`config.mk`:
```
export PLATFORM = sky130hd
export DESIGN_NAME = dmem_sram_ctrl
export DESIGN_NICKNAME = d
export VERILOG_FILES = /design/src/rtl/dmem_sram_ctrl.sv
export SDC_FILE = /design/constraint.sdc
export NUM_CORES = 1
export LEC_CHECK = 0
export CORE_UTILIZATION = 37
export DETAILED_ROUTE_END_ITERATION = 10
export PLACE_DENSITY_LB_ADDON = 0.25
export SYNTH_ARGS = -nofsm -noshare
export SYNTH_HDL_FRONTEND = slang
export SYNTH_SLANG_ARGS = --single-unit
```
`constraint.sdc`:
```
create_clock -name clk -period 2.7 [get_ports clk]
set_input_delay 0.405 -clock clk [delete_from_list [all_inputs] [get_ports clk]]
set_output_delay 0.405 -clock clk [all_outputs]
set_load 0.05 [all_outputs]
```
`src/rtl/dmem_sram_ctrl.sv`:
```
// Data-memory controller: one RISC-V load/store at a time onto a single port
// of a 32-bit byte-masked SRAM, with fixed two-edge response latency.
module dmem_sram_ctrl #(
   parameter int unsigned ADDR_W = 6
) (
   input  logic              clk,
   input  logic              rst_n,
   input  logic              req_valid,
   output logic              req_ready,
   input  logic              req_we,
   input  logic [2:0]        req_funct3,
   input  logic [31:0]       req_addr,
   input  logic [31:0]       req_wdata,
   output logic              resp_valid,
   input  logic              resp_ready,
   output logic [31:0]       resp_rdata,
   output logic              resp_err,
   output logic [ADDR_W-1:0] sram_a,
   output logic              sram_csb,
   output logic              sram_web,
   output logic              sram_oeb,
   output logic [3:0]        sram_bytemask,
   output logic [31:0]       sram_i,
   input  logic [31:0]       sram_o
);

   typedef enum logic [1:0] {IDLE, ACCESS, RESP} state_e;

   state_e      state_q, state_d;
   logic        live_q, live_d;
   logic        err_q, err_d;
   logic        load_q, load_d;
   logic [2:0]  funct3_q, funct3_d;
   logic [1:0]  lane_q, lane_d;
   logic [31:0] rdata_q, rdata_d;
   logic        rerr_q, rerr_d;

   logic        accept;
   logic        req_err;
   logic [7:0]  byte_sel;
   logic [15:0] half_sel;
   logic [31:0] load_fmt;

   always_comb begin
      req_err = 1'b0;
      if (req_funct3 == 3'b011 || req_funct3[2:1] == 2'b11) req_err = 1'b1;
      if (req_we && req_funct3[2])                          req_err = 1'b1;
      if (req_funct3[1:0] == 2'b01 && req_addr[0])          req_err = 1'b1;
      if (req_funct3[1:0] == 2'b10 && req_addr[1:0] != 2'b00) req_err = 1'b1;
      if (|req_addr[31:ADDR_W+2])                           req_err = 1'b1;
   end

   // live_q holds req_ready low until the first edge after reset release.
   assign req_ready  = live_q && (state_q == IDLE || (state_q == RESP && resp_ready));
   assign accept     = req_valid && req_ready;
   assign resp_valid = (state_q == RESP);
   assign resp_rdata = rdata_q;
   assign resp_err   = rerr_q;

   always_comb begin
      sram_csb      = 1'b1;
      sram_web      = 1'b1;
      sram_oeb      = 1'b1;
      sram_bytemask = '0;
      sram_a        = '0;
      sram_i        = '0;
      if (accept && !req_err) begin
         sram_csb = 1'b0;
         sram_a   = req_addr[ADDR_W+1:2];
         if (req_we) begin
            sram_web = 1'b0;
            case (req_funct3[1:0])
               2'b00: begin
                  sram_bytemask = 4'b0001 << req_addr[1:0];
                  sram_i        = {4{req_wdata[7:0]}};
               end
               2'b01: begin
                  sram_bytemask = 4'b0011 << req_addr[1:0];
                  sram_i        = {2{req_wdata[15:0]}};
               end
               default: begin
                  sram_bytemask = 4'b1111;
                  sram_i        = req_wdata;
               end
            endcase
         end else begin
            sram_oeb = 1'b0;
         end
      end
      if (state_q == ACCESS && load_q) sram_oeb = 1'b0;
   end

   always_comb begin
      byte_sel = sram_o[8*lane_q +: 8];
      half_sel = lane_q[1] ? sram_o[31:16] : sram_o[15:0];
      case (funct3_q)
         3'b000:  load_fmt = {{24{byte_sel[7]}}, byte_sel};
         3'b100:  load_fmt = {24'h0, byte_sel};
         3'b001:  load_fmt = {{16{half_sel[15]}}, half_sel};
         3'b101:  load_fmt = {16'h0, half_sel};
         default: load_fmt = sram_o;
      endcase
   end

   always_comb begin
      state_d  = state_q;
      live_d   = 1'b1;
      err_d    = err_q;
      load_d   = load_q;
      funct3_d = funct3_q;
      lane_d   = lane_q;
      rdata_d  = rdata_q;
      rerr_d   = rerr_q;
      case (state_q)
         IDLE:    if (accept) state_d = ACCESS;
         ACCESS: begin
            state_d = RESP;
            rerr_d  = err_q;
            rdata_d = load_q ? load_fmt : '0;
         end
         RESP: begin
            if (accept)          state_d = ACCESS;
            else if (resp_ready) state_d = IDLE;
         end
         default: state_d = IDLE;
      endcase
      if (accept) begin
         err_d    = req_err;
         load_d   = !req_err && !req_we;
         funct3_d = req_funct3;
         lane_d   = req_addr[1:0];
      end
   end

   always_ff @(posedge clk or negedge rst_n) begin
      if (!rst_n) begin
         state_q  <= IDLE;
         live_q   <= 1'b0;
         err_q    <= 1'b0;
         load_q   <= 1'b0;
         funct3_q <= '0;
         lane_q   <= '0;
         rdata_q  <= '0;
         rerr_q   <= 1'b0;
      end else begin
         state_q  <= state_d;
         live_q   <= live_d;
         err_q    <= err_d;
         load_q   <= load_d;
         funct3_q <= funct3_d;
         lane_q   <= lane_d;
         rdata_q  <= rdata_d;
         rerr_q   <= rerr_d;
      end
   end

endmodule

```
==> metrics.log <==
[metrics] final clock skew: 5.397 ps
[metrics] Die Wd: 89.94 um
[metrics] diode count: 0
[metrics] synthesized netlist cell count: 317
[metrics] count of H-tree levels built during CTS: 2
[metrics] post-route setup TNS: 0 ps
[metrics] share of post-route cells with drive strength above 1: 24.80%
[metrics] crit path time final: 2650 ps
[metrics] mean number of vias per cell: 5.531
[metrics] wire length of the first global-routing pass: 17.74 mm
[metrics] CP startpoint: req_addr[31]
[metrics] Sequential Power Share: 40.9%
[metrics] Int Power: 1.188 mW
[metrics] reported max-cap violation count: 0
[metrics] sequential element share of the synthesized area: 37.60%
[metrics] share of synthesized flip-flops with an asynchronous set or reset: 100.0%
[metrics] clk buf depth: 2
[metrics] total routing usage reported by global routing: 27.74%
[metrics] number of distinct library cells after synthesis: 41
[metrics] worst setup margin: 50.04 ps
[metrics] switching fraction of total power: 32.04%
[metrics] DRC marker count from the first detailed-route iteration: 138
[metrics] worst relative slew slack: 37.15%
[metrics] Worst Path Class, Setup: in2out
[metrics] Final Instance Count excl. Fillers: 603
[metrics] total congestion overflow: 0
[metrics] RD Place Congestion: 0.9673
[metrics] Yosys reg bits: 43
[metrics] area of the placeable core: 0.007370 mm2
[metrics] Clk pin slew, worst setup/hold paths: 80 ps
[metrics] final setup violation count: 0
[metrics] Pre-antenna DRT Iters: 4
[metrics] P&R area growth vs syn: 94.14%
[metrics] sequence of cells on the critical path: dlygate4sd2_1 > or4_4 > a2111oi_4 > buf_4 > nand4_4 > buf_12 > nor2_1 > buf_12
[metrics] clock tree sinks: 43
[metrics] kind of start point of the critical path: primary input
[metrics] Worst Tran Pin Value: 942.8 ps
[metrics] row count: 31
[metrics] CP arrival: 2240 ps
[metrics] number of max-slew violations in the final report: 0
[metrics] Port Buffers: 183
[metrics] number of buffers and inverters on the critical path: 4
[metrics] hpwl dp: 8.930 mm
[metrics] via count of the first global-routing pass: 3476
[metrics] number of design rule violations left after detail routing: 0
[metrics] cell type group with the largest total delay on the critical path: simple AND/OR/NAND/NOR gates
[metrics] Switch Pwr: 560.3 uW
[metrics] post-route antenna net violation count: 0
[metrics] leading register cell type out of synthesis: sky130_fd_sc_hd__dfrtp_1
[metrics] most used cell along the critical path: sky130_fd_sc_hd__buf_12
[metrics] die height: 89.94 um
[metrics] EDFF count, synth: 0
[metrics] source of the worst register-to-register timing path: lane_q[1]$_DFFE_PN0P_
[metrics] Max FO, Critical Path: 18
[metrics] Placed Instances: 594
[metrics] clock tree from TritonCTS: yes
[metrics] routed wirelength normalized by instance count: 18.60 um
[metrics] layout filler cell count: 513
[metrics] synth top area cells: sky130_fd_sc_hd__dfrtp_1 38%, sky130_fd_sc_hd__mux2i_1 8.7%, sky130_fd_sc_hd__o21ai_0 6.1%
[metrics] top library cells by usage in the layout, fill and taps aside: 125 x sky130_fd_sc_hd__clkdlybuf4s50_1, 44 x sky130_fd_sc_hd__buf_12, 43 x sky130_fd_sc_hd__dfrtp_1
[metrics] Max Clock Freq: 0.3774 GHz
[metrics] Total Routed Length: 11.22 mm
[metrics] Syn Std Cell Area: 0.002861 mm2
[metrics] clock buffers created by TritonCTS: 5
[metrics] Initial Util: 38.83%
[metrics] classification of the worst-slack hold path: in2async
[metrics] per-instance average area after synthesis: 9.027 um2
[metrics] proportion of netlist area held by the largest area contributor: 37.60%
[metrics] I/O pin count: 184
[metrics] cell taking the most area after synthesis: sky130_fd_sc_hd__dfrtp_1
[metrics] buffer type at the clock tree root: sky130_fd_sc_hd__clkbuf_8
[metrics] CP Data Required Time: 2300 ps
[metrics] power per standard cell area: 314.8 mW/mm2
[metrics] pre-CTS setup slack: -364.9 ps
[metrics] Max rail drop VDD: 0.0001970 V
[metrics] number of warning messages in the yosys log: 0
[metrics] Hold Fails Final Rpt: 0
[metrics] net count after synthesis: 421
[metrics] total number of vias: 3335
[metrics] delay of the slowest cell on the worst path: 500 ps
[metrics] final worst-path cycle share: 98.15%
[metrics] Slowest-stage cell, CP: sky130_fd_sc_hd__or4_4
[metrics] logic gate share of total power: 32.9%
[metrics] clock network power share: 26.2%
[metrics] clock latency at the later pin of the worst-skew pair: 290 ps
[metrics] static leakage power: 2.342 nW
[metrics] largest net degree at the start of global routing: 44
[metrics] Final Net Count: 607
[metrics] run status: complete, no violations
[metrics] commonest non-fill, non-tap cell in the layout: sky130_fd_sc_hd__clkdlybuf4s50_1
[metrics] area of the die: 0.008089 mm2
[metrics] antenna violations before repair: 0
[metrics] sort of element at the end of the critical path: primary output
stage by stage:
step | hold slack (ps) | utilization [%] | power, mW | area (um2)
2_1_floorplan | 109.4 | - | 1.015 | 2945
3_3_place_gp | 462.8 | 72.61 | 1.282 | 5351
3_5_place_dp | 465.9 | 72.61 | 1.298 | 5351
4_1_cts | 281.2 | 75.43 | 1.753 | 5559
5_1_grt | 319.7 | 75.38 | 1.824 | 5555
6_report | 246.9 | 75.38 | 1.749 | 5555
cell families after synthesis:
family / count (synthesis) / synth area share, %
simple gates: 96 / 17.93
buf+inv: 32 / 4.897
flops: 43 / 37.60
other cells: 1 / 0.1311
mux: 34 / 13.07
compound gates: 111 / 26.37
synth_stat cells (2+ instances only):
library cell                n
sky130_fd_sc_hd__a211oi_1   6
sky130_fd_sc_hd__a21o_1     6
sky130_fd_sc_hd__a21oi_1   24
sky130_fd_sc_hd__a221o_1   16
sky130_fd_sc_hd__a221oi_1   6
sky130_fd_sc_hd__a22oi_1    2
sky130_fd_sc_hd__and2_1    12
sky130_fd_sc_hd__and3_1     9
sky130_fd_sc_hd__clkbuf_1  20
sky130_fd_sc_hd__dfrtp_1   43
sky130_fd_sc_hd__inv_1      8
sky130_fd_sc_hd__mux2_2     7
sky130_fd_sc_hd__mux2i_1   25
sky130_fd_sc_hd__mux4_2     2
sky130_fd_sc_hd__nand2_1   20
sky130_fd_sc_hd__nand2b_1   3
sky130_fd_sc_hd__nand3b_1   2
sky130_fd_sc_hd__nor2_1    33
sky130_fd_sc_hd__nor2b_1    5
sky130_fd_sc_hd__nor4_1     4
sky130_fd_sc_hd__o21a_1     9
sky130_fd_sc_hd__o21ai_0   35
sky130_fd_sc_hd__o31ai_1    2
layer usage:
layer	GRT usage, %	up-vias	routed length [um]
met4	10.08	0	404
met1	32.80	1589	4320
met2	49.10	166	5634
met3	6.345	29	856
li1	-	1551	-
met5	0	-	0
flip-flops by register name, indices dropped and copies added, names as in the netlist:
register / cells
err_q: 1
funct3_q: 3
lane_q: 2
live_q: 1
load_q: 1
resp_err: 1
resp_rdata: 32
state_q: 2
power by group through the flow:
stage	combinational, mW	sequential (mW)	clock [mW]
5_1_grt	0.617	0.723	0.484
4_1_cts	0.573	0.715	0.465
3_3_place_gp	0.557	0.726	0
2_1_floorplan	0.299	0.716	0
6_report	0.576	0.715	0.458
3_5_place_dp	0.571	0.727	0
worst register-to-register path, stage by stage (launching register included):
cell,delay [ps]
sky130_fd_sc_hd__dfrtp_1,510
sky130_fd_sc_hd__mux2_2,410
sky130_fd_sc_hd__mux2i_1,200
sky130_fd_sc_hd__nor4_2,60
sky130_fd_sc_hd__buf_4,210
sky130_fd_sc_hd__a221o_1,280
worst paths after layout:
| kind | to | slack (ps) | cells past startpoint |
|---|---|---|---|
| worst min-delay path | resp_rdata[29]$_DFFE_PN0N_ | 250 | 1 |
| max in group asynchronous | resp_rdata[5]$_DFFE_PN0N_ | 1870 | 1 |
| worst min register to register | resp_rdata[5]$_DFFE_PN0N_ | 480 | 1 |
| worst max register to register | resp_rdata[20]$_DFFE_PN0N_ | 910 | 5 |
| worst max-delay path | sram_i[19] | 50 | 8 |
| min in group clk | resp_rdata[5]$_DFFE_PN0N_ | 480 | 1 |
cell type report:
cell class / instances / area, um2 / share of cell area (%)
Tap cell: 99 / 123.9 / 2.230
Clock inverter: 1 / 7.507 / 0.1351
Sequential cell: 43 / 1076 / 19.37
Timing Repair Buffer: 203 / 2401 / 43.22
Inverter: 8 / 30.03 / 0.5405
Multi-Input combinational cell: 242 / 1821 / 32.77
Clock buffer: 7 / 96.34 / 1.734
what timing repair did:
action | CTS | global route
pin swaps | 5 | 3
hold buffers | 0 | 0
hold endpoints to repair | 0 | 0
endpoints found under the setup margin | 45 | 33
gates resized for setup | 35 | 9
buffers inserted | 1 | 0
No activity file was read; power rests on OpenSTA's default activity.
